[src/rtl/pio_host_bridge.sv]
// pio_host_bridge
// Byte-stream command bridge placed directly upstream of the PIO block.
// Assembles fixed-length command frames from a byte receiver, issues one-cycle
// action strobes on the PIO configuration bus, and for PULL actions streams
// the captured PIO dout word back as little-endian bytes.
// Optional feature macro: PIO_HOST_BRIDGE_CHECKSUM_EN
//   defined   -> 7-byte frames (b6 = XOR of b0..b5), 5-byte readback (4 data
//                bytes + XOR of them); a bad check byte discards the frame.
//   undefined -> 6-byte frames, 4-byte readback; frame_err only on timeout.
module pio_host_bridge #(
   parameter int unsigned TIMEOUT_CYCLES = 100000,
   parameter logic [3:0]  PULL_CODE      = 4'd3
) (
   input  logic        clk,
   input  logic        reset,
   input  logic [7:0]  rx_data,
   input  logic        rx_valid,
   output logic        rx_ready,
   output logic [7:0]  tx_data,
   output logic        tx_valid,
   input  logic        tx_ready,
   output logic [3:0]  action,
   output logic [1:0]  mindex,
   output logic [4:0]  index,
   output logic [31:0] din,
   input  logic [31:0] dout,
   output logic        busy,
   output logic        frame_err
);

`ifdef PIO_HOST_BRIDGE_CHECKSUM_EN
   localparam int FRAME_LEN = 7;
   localparam int TX_BYTES  = 5;
`else
   localparam int FRAME_LEN = 6;
   localparam int TX_BYTES  = 4;
`endif
   // The last frame byte is consumed straight from rx_data, so only the
   // earlier bytes need shadow storage.
   localparam int SHADOW_N = FRAME_LEN - 1;
   localparam int TX_W     = TX_BYTES * 8;
   localparam int IDLE_W   = (TIMEOUT_CYCLES > 1) ? $clog2(TIMEOUT_CYCLES) : 1;
   localparam logic [2:0] LAST_BYTE = 3'(FRAME_LEN - 1);
   localparam logic [2:0] LAST_TX   = 3'(TX_BYTES - 1);

   typedef enum logic [1:0] {
      ST_RX,
      ST_ISSUE,
      ST_CAPTURE,
      ST_TX
   } state_t;

   state_t              state_reg;
   state_t              state_next;
   logic [2:0]          byte_cnt_reg;
   logic [IDLE_W-1:0]   idle_cnt_reg;
   logic [2:0]          tx_cnt_reg;
   logic [TX_W-1:0]     tx_shift_reg;
   logic [TX_W-1:0]     tx_load;
   logic                rx_ready_reg;
   logic                tx_valid_reg;
   logic                frame_err_reg;
   logic [3:0]          action_reg;
   logic [1:0]          mindex_reg;
   logic [4:0]          index_reg;
   logic [31:0]         din_reg;
   logic [SHADOW_N*8-1:0] shadow_bytes;
   logic [47:0]         frame_bytes;   // b0..b5 of the frame being completed
   logic                rx_fire;
   logic                tx_fire;
   logic                tx_last;
   logic                frame_last;
   logic                frame_ok;
   logic                frame_issue;
   logic                frame_bad;
   logic                idle_tick;
   logic                timeout_hit;
   logic                unused_bits;

   assign rx_fire     = rx_valid && rx_ready_reg;
   assign tx_fire     = tx_valid_reg && tx_ready;
   assign tx_last     = tx_fire && (tx_cnt_reg == LAST_TX);
   assign frame_last  = rx_fire && (byte_cnt_reg == LAST_BYTE);
   assign frame_issue = frame_last && frame_ok;
   assign frame_bad   = frame_last && !frame_ok;
   assign idle_tick   = (state_reg == ST_RX) && (byte_cnt_reg != 3'd0) && !rx_fire;

   // Per-byte shadow registers, each written when its slot number is received
   generate
      for (genvar gi = 0; gi < SHADOW_N; gi++) begin : g_shadow
         logic [7:0] byte_reg;
         // Capture frame byte gi
         always_ff @(posedge clk or posedge reset) begin
            if (reset)
               byte_reg <= 8'd0;
            else if (rx_fire && (byte_cnt_reg == 3'(gi)))
               byte_reg <= rx_data;
         end
         assign shadow_bytes[gi*8 +: 8] = byte_reg;
      end
   endgenerate

`ifdef PIO_HOST_BRIDGE_CHECKSUM_EN
   logic [7:0] xor_acc_reg;
   // Running XOR of the frame payload, restarted by the first byte of a frame
   always_ff @(posedge clk or posedge reset) begin
      if (reset)
         xor_acc_reg <= 8'd0;
      else if (rx_fire)
         xor_acc_reg <= (byte_cnt_reg == 3'd0) ? rx_data : (xor_acc_reg ^ rx_data);
   end
   assign frame_ok    = (xor_acc_reg == rx_data);
   assign frame_bytes = shadow_bytes;
   assign tx_load     = {dout[31:24] ^ dout[23:16] ^ dout[15:8] ^ dout[7:0], dout};
`else
   assign frame_ok    = 1'b1;
   assign frame_bytes = {rx_data, shadow_bytes};
   assign tx_load     = dout;
`endif

   // Reserved header bits carry no meaning
   assign unused_bits = &{1'b0, frame_bytes[7:6], frame_bytes[15:13]};

   // Partial-frame timeout fires on the idle cycle that completes the budget
   generate
      if (TIMEOUT_CYCLES == 0) begin : g_no_timeout
         assign timeout_hit = 1'b0;
      end else begin : g_timeout
         assign timeout_hit = idle_tick && (idle_cnt_reg == IDLE_W'(TIMEOUT_CYCLES - 1));
      end
   endgenerate

   // State register
   always_ff @(posedge clk or posedge reset) begin
      if (reset)
         state_reg <= ST_RX;
      else
         state_reg <= state_next;
   end

   // Next-state logic
   always_comb begin
      state_next = state_reg;
      case (state_reg)
         ST_RX:      if (frame_issue) state_next = ST_ISSUE;
         ST_ISSUE:   state_next = (action_reg == PULL_CODE) ? ST_CAPTURE : ST_RX;
         ST_CAPTURE: state_next = ST_TX;
         ST_TX:      if (tx_last) state_next = ST_RX;
         default:    state_next = ST_RX;
      endcase
   end

   // Frame byte counter: advances per accepted byte, clears on a finished or timed-out frame
   always_ff @(posedge clk or posedge reset) begin
      if (reset)
         byte_cnt_reg <= 3'd0;
      else if (frame_last || timeout_hit)
         byte_cnt_reg <= 3'd0;
      else if (rx_fire)
         byte_cnt_reg <= byte_cnt_reg + 3'd1;
   end

   // Idle counter: runs only while a partial frame waits for its next byte
   always_ff @(posedge clk or posedge reset) begin
      if (reset)
         idle_cnt_reg <= '0;
      else if (!idle_tick || timeout_hit)
         idle_cnt_reg <= '0;
      else
         idle_cnt_reg <= idle_cnt_reg + IDLE_W'(1);
   end

   // PIO bus: action strobes for the ISSUE cycle only; the rest hold until the next issue
   always_ff @(posedge clk or posedge reset) begin
      if (reset) begin
         action_reg <= 4'd0;
         mindex_reg <= 2'd0;
         index_reg  <= 5'd0;
         din_reg    <= 32'd0;
      end else begin
         action_reg <= frame_issue ? frame_bytes[3:0] : 4'd0;
         if (frame_issue) begin
            mindex_reg <= frame_bytes[5:4];
            index_reg  <= frame_bytes[12:8];
            din_reg    <= frame_bytes[47:16];
         end
      end
   end

   // Handshake and error flags, registered from the next state
   always_ff @(posedge clk or posedge reset) begin
      if (reset) begin
         rx_ready_reg  <= 1'b0;
         tx_valid_reg  <= 1'b0;
         frame_err_reg <= 1'b0;
      end else begin
         rx_ready_reg  <= (state_next == ST_RX);
         tx_valid_reg  <= (state_next == ST_TX);
         frame_err_reg <= timeout_hit || frame_bad;
      end
   end

   // Readback shifter: loads dout in CAPTURE, drops one byte per handshake
   always_ff @(posedge clk or posedge reset) begin
      if (reset) begin
         tx_shift_reg <= '0;
         tx_cnt_reg   <= 3'd0;
      end else if (state_reg == ST_CAPTURE) begin
         tx_shift_reg <= tx_load;
         tx_cnt_reg   <= 3'd0;
      end else if (tx_fire) begin
         tx_shift_reg <= tx_shift_reg >> 8;
         tx_cnt_reg   <= tx_cnt_reg + 3'd1;
      end
   end

   assign rx_ready  = rx_ready_reg;
   assign tx_valid  = tx_valid_reg;
   assign tx_data   = tx_shift_reg[7:0];
   assign action    = action_reg;
   assign mindex    = mindex_reg;
   assign index     = index_reg;
   assign din       = din_reg;
   assign busy      = (state_reg != ST_RX);
   assign frame_err = frame_err_reg;

endmodule
[config.mk]
export PLATFORM = sky130hd
export DESIGN_NAME = pio_host_bridge
export DESIGN_NICKNAME = d
export VERILOG_FILES = /design/src/rtl/pio_host_bridge.sv
export SDC_FILE = /design/constraint.sdc
export NUM_CORES = 1
export LEC_CHECK = 0
export ABC_CLOCK_PERIOD_IN_PS = 4300
export CAP_MARGIN = 20
export CORE_ASPECT_RATIO = 1.1
export CORE_UTILIZATION = 40
export DETAILED_ROUTE_END_ITERATION = 16
export GPL_TIMING_DRIVEN = 0
export PLACE_DENSITY = 0.77
export SLEW_MARGIN = 10
export SYNTH_ARGS = -nofsm -noshare
export SYNTH_HDL_FRONTEND = slang
export SYNTH_SLANG_ARGS = --single-unit
[constraint.sdc]
create_clock -name clk -period 4.3 [get_ports clk]
set_input_delay 0.645 -clock clk [delete_from_list [all_inputs] [get_ports clk]]
set_output_delay 0.645 -clock clk [all_outputs]
set_load 0.02 [all_outputs]
==> flow_summary_export.csv <==
group,metric,value,unit
status,outcome,"finished, final reports clean",
finish,drive_gt1_frac,0.136,
synth,ys.warnings.count,0,
clocking,numCtsBuffers,17,
placement,place.port_buffers,98,
pwr,ir_drop,0.000361,V
timing,setup_violations,0,
clocking,ctsHtreeMaxLevel,4,
critical_path,worst_path_max_delay_cell,"clkdlybuf4s50_1",
timing,hold_viol_final,0,
run,drv_cap,0,
clocking,cts_buffer_depth,2,
synth,synthDominantCellAreaShare,0.604,
synth,synth.avg_cell_area,10.9,µm²
clocking,clk_pin_slew,0.05,ns
clocking,cts_sinks,138,
finish,n_antenna_cell,0,
finish,synthToLayoutAreaGrowth,33.6,%
grt,antenna_found_initial,0,
synth,syn_inst,523,
synth,ys_ff_latch,138,
floorplan,coreArea,13900,µm²
clocking,clk_latency,0.42,ns
timing,tightest_slew,0.680,ns
timing,setup-tns-final,0,ns
synth,syn_nets,575,
synth,synthDistinctLibCells,34,
critical_path,cp.arrival,1.69,ns
drt,first_iter_violations,193,
drt,drc_errors,0,
critical_path,crit_path_start_kind,"register",
placement,gp_congestion,0.784,
grt,track_usage,0.195,
timing,drv_slew,0,
finish,final_common_cell,"nand2_1",
clocking,cts_tree,"built",
grt,grt_max_degree,38,
critical_path,end_kind,"output port",
placement,dp_slack,1.88,ns
synth,yosysSeqAreaShare,0.604,
floorplan,io_pins,99,
floorplan,rows,45,
drt,wirelength,13300,µm
drt,drt-wirelength-per-cell,15.7,µm
pwr,cellLeakagePower,0.00363,µW
grt,grt_pass1_vias,4434,
timing,max_slew_margin,0.547,
timing,rsz0062_at_grt,"no",
pwr,powerDensity,685,nW/µm²
clocking,cts-resized-gates,0,
clocking,postCtsSetupRepairBufs,0,
drt,first_pass_iters,4,
finish,final_cell_mix,"nand2_1, dfrtp_1, clkdlybuf4s50_1, mux2_2, o21ai_0",
timing,layout_setup_ws,1.97,ns
critical_path,max_stage_delay,0.57,ns
critical_path,crit_buf_inv,2,
critical_path,crit_chain,"nor2_1, inv_1, clkdlybuf4s50_1",
placement,place_inst,813,
critical_path,required,3.65,ns
timing,fin_crit_sh,0.543,
timing,post-route-min-period,2.33,ns
floorplan,dieHeight,127,µm
finish,instances_no_fill,844,
worst_hold_path,min-delay-path-class,"reg -> reg",
clocking,ctsHoldBuffers,0,
placement,hpwl,9460,µm
grt,grt_pass1_wl,21900,µm
clocking,cts-root-buf,"clkbuf_16",
finish,regArea,3450,µm²
floorplan,dieArea,14800,µm²
finish,fin_nets,696,
drt,vias,4190,
synth,yosysTopAreaCell,"dfrtp_1",
synth,synth.area.top_cells,"dfrtp_1, nand2_1, mux2_2, mux2i_1, o21ai_0",
critical_path,worstPathMaxFanout,4,
drt,antenna_left,0,
floorplan,start_util,0.411,
floorplan,die_x,116,µm
finish,fillCellCount,1210,
timing,finalClockSkew,0.00727,ns
drt,viasPerCell,4.96,
finish,largest_reg_flops,35,
timing,max_freq,429,MHz
critical_path,crit_type,"reg -> out",
finish,multi_input_area,2070,µm²
synth,netlist_area,5720,µm²
critical_path,crit_family,"buffers and inverters",
grt,grt-ovfl-total,0,
tightest hold or removal path, stage by stage (launching register included):
cell	delay [ns]
dfrtp_1	0.34
nand2_1	0.05
nand2_1	0.05
cell usage after synthesis:
library cell / n
nor3_2: 1
ha_1: 8
mux2_2: 35
o21bai_4: 1
inv_1: 9
nor2b_1: 1
xor2_1: 8
o31ai_1: 2
nand4b_1: 1
or3_1: 2
nand3_1: 10
and4_1: 1
nor2_1: 21
nand4_1: 6
and3_1: 4
a22o_1: 8
nor4b_1: 1
clkbuf_1: 12
nand2_1: 153
mux2i_1: 25
buf_2: 10
buf_4: 8
xnor2_1: 6
buf_6: 1
o21ai_0: 28
dfrtp_1: 138
and2_1: 5
nor3_1: 5
nand2b_1: 1
or4_1: 1
a21oi_1: 8
or2_1: 1
nor4_1: 1
or4b_4: 1
final cells by class:
class / instances / area share
repair buffers: 102 / 0.139
plain buffers: 31 / 0.0218
well taps: 188 / 0.0308
inverters: 9 / 0.00491
multi-input cells: 345 / 0.270
flip-flops and latches: 138 / 0.452
clock inverters: 9 / 0.0223
clock buffers: 22 / 0.0594
layer usage:
metal	vias up	track usage	routed length, µm
li1	1974	-	-
met1	2085	0.233	5520
met2	115	0.332	6780
met3	16	0.0531	767
met4	0	0.0762	207
met5	-	0	0
worst paths after layout:
kind	from	endpoint	slack, ns	depth (start not counted)
max in group asynchronous	reset	din[21]	3.11	4
worst max-delay path	state_reg[1]	busy	1.97	3
worst max register to register	idle_cnt_reg[0]	idle_cnt_reg[9]	2.44	7
worst min register to register	g_shadow[2].byte_reg[0]	din[0]	0.47	2
worst min-delay path	g_shadow[2].byte_reg[0]	din[0]	0.47	2
min in group asynchronous	reset	din[8]	0.51	2
power breakdown:
group	leakage, µW	switching (µW)	internal, µW
clock network	0.000308	520	1040
logic	0.00153	821	795
registers	0.00180	291	1770
logic make-up after synthesis:
group                      count (synthesis)  share of synthesized area
and+or+nand+nor                          216                      0.160
muxes                                     60                      0.113
buffers and inverters                     40                     0.0350
AOI/OAI and AO/OA                         47                     0.0496
xor gates and xnor gates                  14                     0.0214
adders and majority gates                  8                     0.0175
DFF                                      138                      0.604
through the flow:
stage	total power, µW	cell area, µm²	hold WS [ns]	util
4_1_cts	5280	7650	0.472	0.550
3_3_place_gp	3590	6940	0.445	0.499
3_5_place_dp	3700	7020	0.448	0.505
6_report	5240	7650	0.469	0.550
5_1_grt	5530	7650	0.490	0.550
2_1_floorplan	3020	5730	0.433	-
(Power assumes the default switching activity.)
==> RTL edit, RTL diff (same flow settings) <==
Set the parameter `TIMEOUT_CYCLES` to 200000 (it was 100000).
--- a/src/rtl/pio_host_bridge.sv
+++ b/src/rtl/pio_host_bridge.sv
@@ -9,5 +9,5 @@
 //   undefined -> 6-byte frames, 4-byte readback; frame_err only on timeout.
 module pio_host_bridge #(
-   parameter int unsigned TIMEOUT_CYCLES = 100000,
+   parameter int unsigned TIMEOUT_CYCLES = 200000,
    parameter logic [3:0]  PULL_CODE      = 4'd3
 ) (
Formal check against the unedited RTL: same outputs for any inputs over 10 cycles, from zero or initial values and one cycle with reset high; that may be too few to reach the edited logic, so the function may still have changed.
==> RTL edit against the original RTL <==
- die area is 1.1% higher
- sequential cell count is 1 higher
- worst setup slack better by 0.032 ns
- design area is 0.46% higher
- routed wire length is 2.6% higher
- area after synthesis is 1.1% higher
- total power hardly changed
- final cell count is 0.59% higher
- critical path type unchanged
- largest cell class unchanged
==> RTL edit: results (changes against the original RTL) <==
Synth
  – Commonest cells post-synth: nand2_1 (154), dfrtp_1 (139), mux2_2 (35), o21ai_0 (28), mux2i_1 (25)
  – Area share of the largest cell type after synthesis: 60.1% (-0.23 points)
  – Ys Warns: 0 (unchanged)
  – Post-synthesis sequential area ratio: 60.1% (-0.23 points)
  – Mapped Nets: 581 (+1.0%)
  – Distinct cell type count after synthesis: 32 (-5.9%)
  – Largest cells by area after synthesis: dfrtp_1 (60%), nand2_1 (10%), mux2_2 (6.8%)

Placed design
  – Setup WS pre-CTS: 1.68 ns (-0.199 ns)
  – GP Congestion: 0.831 (+5.9%)
  – Post-DP HPWL: 9.42 mm (-0.45%)

Floorplanning
  – Starting Density: 41.4% (+0.29 points)

Global routing
  – First-pass GRT wire length: 22.4 mm (+2.5%)
  – Global Route Usage Sum: 19.7% (+0.20 points)
  – Largest net degree at the start of global routing: 41 (+7.9%)
  – Vias in the first global route: 4,559 (+2.8%)

Finish
  – Fillcell total: 1,230 (+1.7%)
  – Layout net count: 701 (+0.72%)
  – Share of layout cells above drive strength 1: 12.9% (-0.71 points)

Route
  – Post-DR wirelength/cell: 16.0 um (+2.0%)
  – Violation count after the first detailed-route iteration: 236 (+22%)
  – Vias after detailed routing: 4,248 (+1.4%)

Critical path
  – Cell count of the worst reg-to-reg path: 6 (-1)
  – Arrival @ worst endpoint: 1.66 ns (-0.03 ns)
  – Reg-to-reg startpoint: byte_cnt_reg[0]$_DFFE_PP0P_
  – Reg-to-reg endpoint: byte_cnt_reg[2]$_DFFE_PP0P_
  – Largest fanout on the critical path: 5 (+1)
  – R2R setup slack: 2.28 ns (-0.16 ns)

Clocking
  – H-tree depth: 4 (unchanged)
  – Post-CTS Setup Bufs: 0 (unchanged)
  – Maximum clock path buffer count: 2 (unchanged)
  – CTS-repair resized insts: 0 (unchanged)
  – Skew-Pair Late Insertion Delay: 0.41 ns

Timing
  – Max-slew headroom: 52.7% (-1.9 points)
  – Final hold slack: 0.466 ns (-0.00211 ns)
  – Skew final: 0.0105 ns (+0.00326 ns)

Power and ir drop
  – Leakage: 3.62 nW (-0.52%)
  – Peak VDD IR: 0.378 mV (+4.6%)

Hold path
  – Hold EP: index[0]$_DFFE_PP0P_
  – Hold Path Origin: g_shadow[1].byte_reg[0]$_DFFE_PP0P_

Outcome
  – Status: finished clean
RTL edit: cell count changes in the layout (fill, tap and decap cells not counted), sizes merged, moves of 2 or more:
cell,unedited run,this run
and2,5,8
and3,4,1
buf,23,16
clkbuf,34,38
nand4,6,8
nor4,1,4
xor2,8,10
RTL edit: cells by family (layout without fill, tap and decap cells):
logic type,after synthesis,count (layout),share of synthesized area [%]
muxes,60,60,11.1
buffers and inverters,39,171,3.37
AOI/OAI and AO/OA,45,45,4.69
xor gates and xnor gates,16,16,2.42
adders and majority gates,8,8,1.73
DFF,139,139,60.1
and+or+nand+nor,222,222,16.5
RTL edit: routing by layer:
layer | track usage [%] | wire length, um | vias up
met5 | 0 | 0 | -
met4 | 6.11 | 214 | 0
met3 | 5.96 | 782 | 20
met2 | 33.2 | 6940 | 118
met1 | 24.1 | 5680 | 2120
li1 | - | - | 1990
RTL edit: power breakdown:
part	total [mW]	internal, mW	switching, mW
Combinational	1.63	0.798	0.828
Clock	1.53	0.983	0.544
Sequential	2.08	1.78	0.296
Total	5.23	3.56	1.67
RTL edit: how the worst max path moves through the flow:
stage                                 startpoint                   end  slack [ns]  cells after the start
final                     state_reg[0]$_DFF_PP0_                  busy        2.00                      3
after global routing                    rx_valid  index[3]$_DFFE_PP0P_        1.90                      8
after CTS                 state_reg[0]$_DFF_PP0_                  busy        1.99                      3
after detailed placement                rx_valid   din[18]$_DFFE_PP0P_        1.68                      8
after global placement                     reset   din[14]$_DFFE_PP0P_        0.84                      2
after floorplan                            reset   action[0]$_DFF_PP0_        1.92                      1
RTL edit: critical path, cell delays in order (launching register included):
cell             delay [ns]
dfrtp_1                0.43
nor2_1                 0.08
inv_1                  0.11
clkdlybuf4s50_1        0.63
RTL edit: stage by stage:
stage / std cells / util, % / cell area, sq um
after floorplan: 529 / - / 5790
after global placement: 815 / 50.2 / 7010
after detailed placement: 818 / 50.6 / 7070
after CTS: 849 / 55.0 / 7680
after global routing: 849 / 55.0 / 7680
final: 849 / 55.0 / 7680
RTL edit: cell type report:
| class | count | share of cell area [%] |
|---|---|---|
| sequential | 139 | 45.3 |
| multi-input combinational | 351 | 27.5 |
| timing repair buffer | 101 | 13.6 |
| clock buffer | 20 | 5.82 |
| tap | 188 | 3.06 |
| clock inverter | 11 | 2.20 |
| buffer | 31 | 2.15 |
| inverter | 8 | 0.440 |
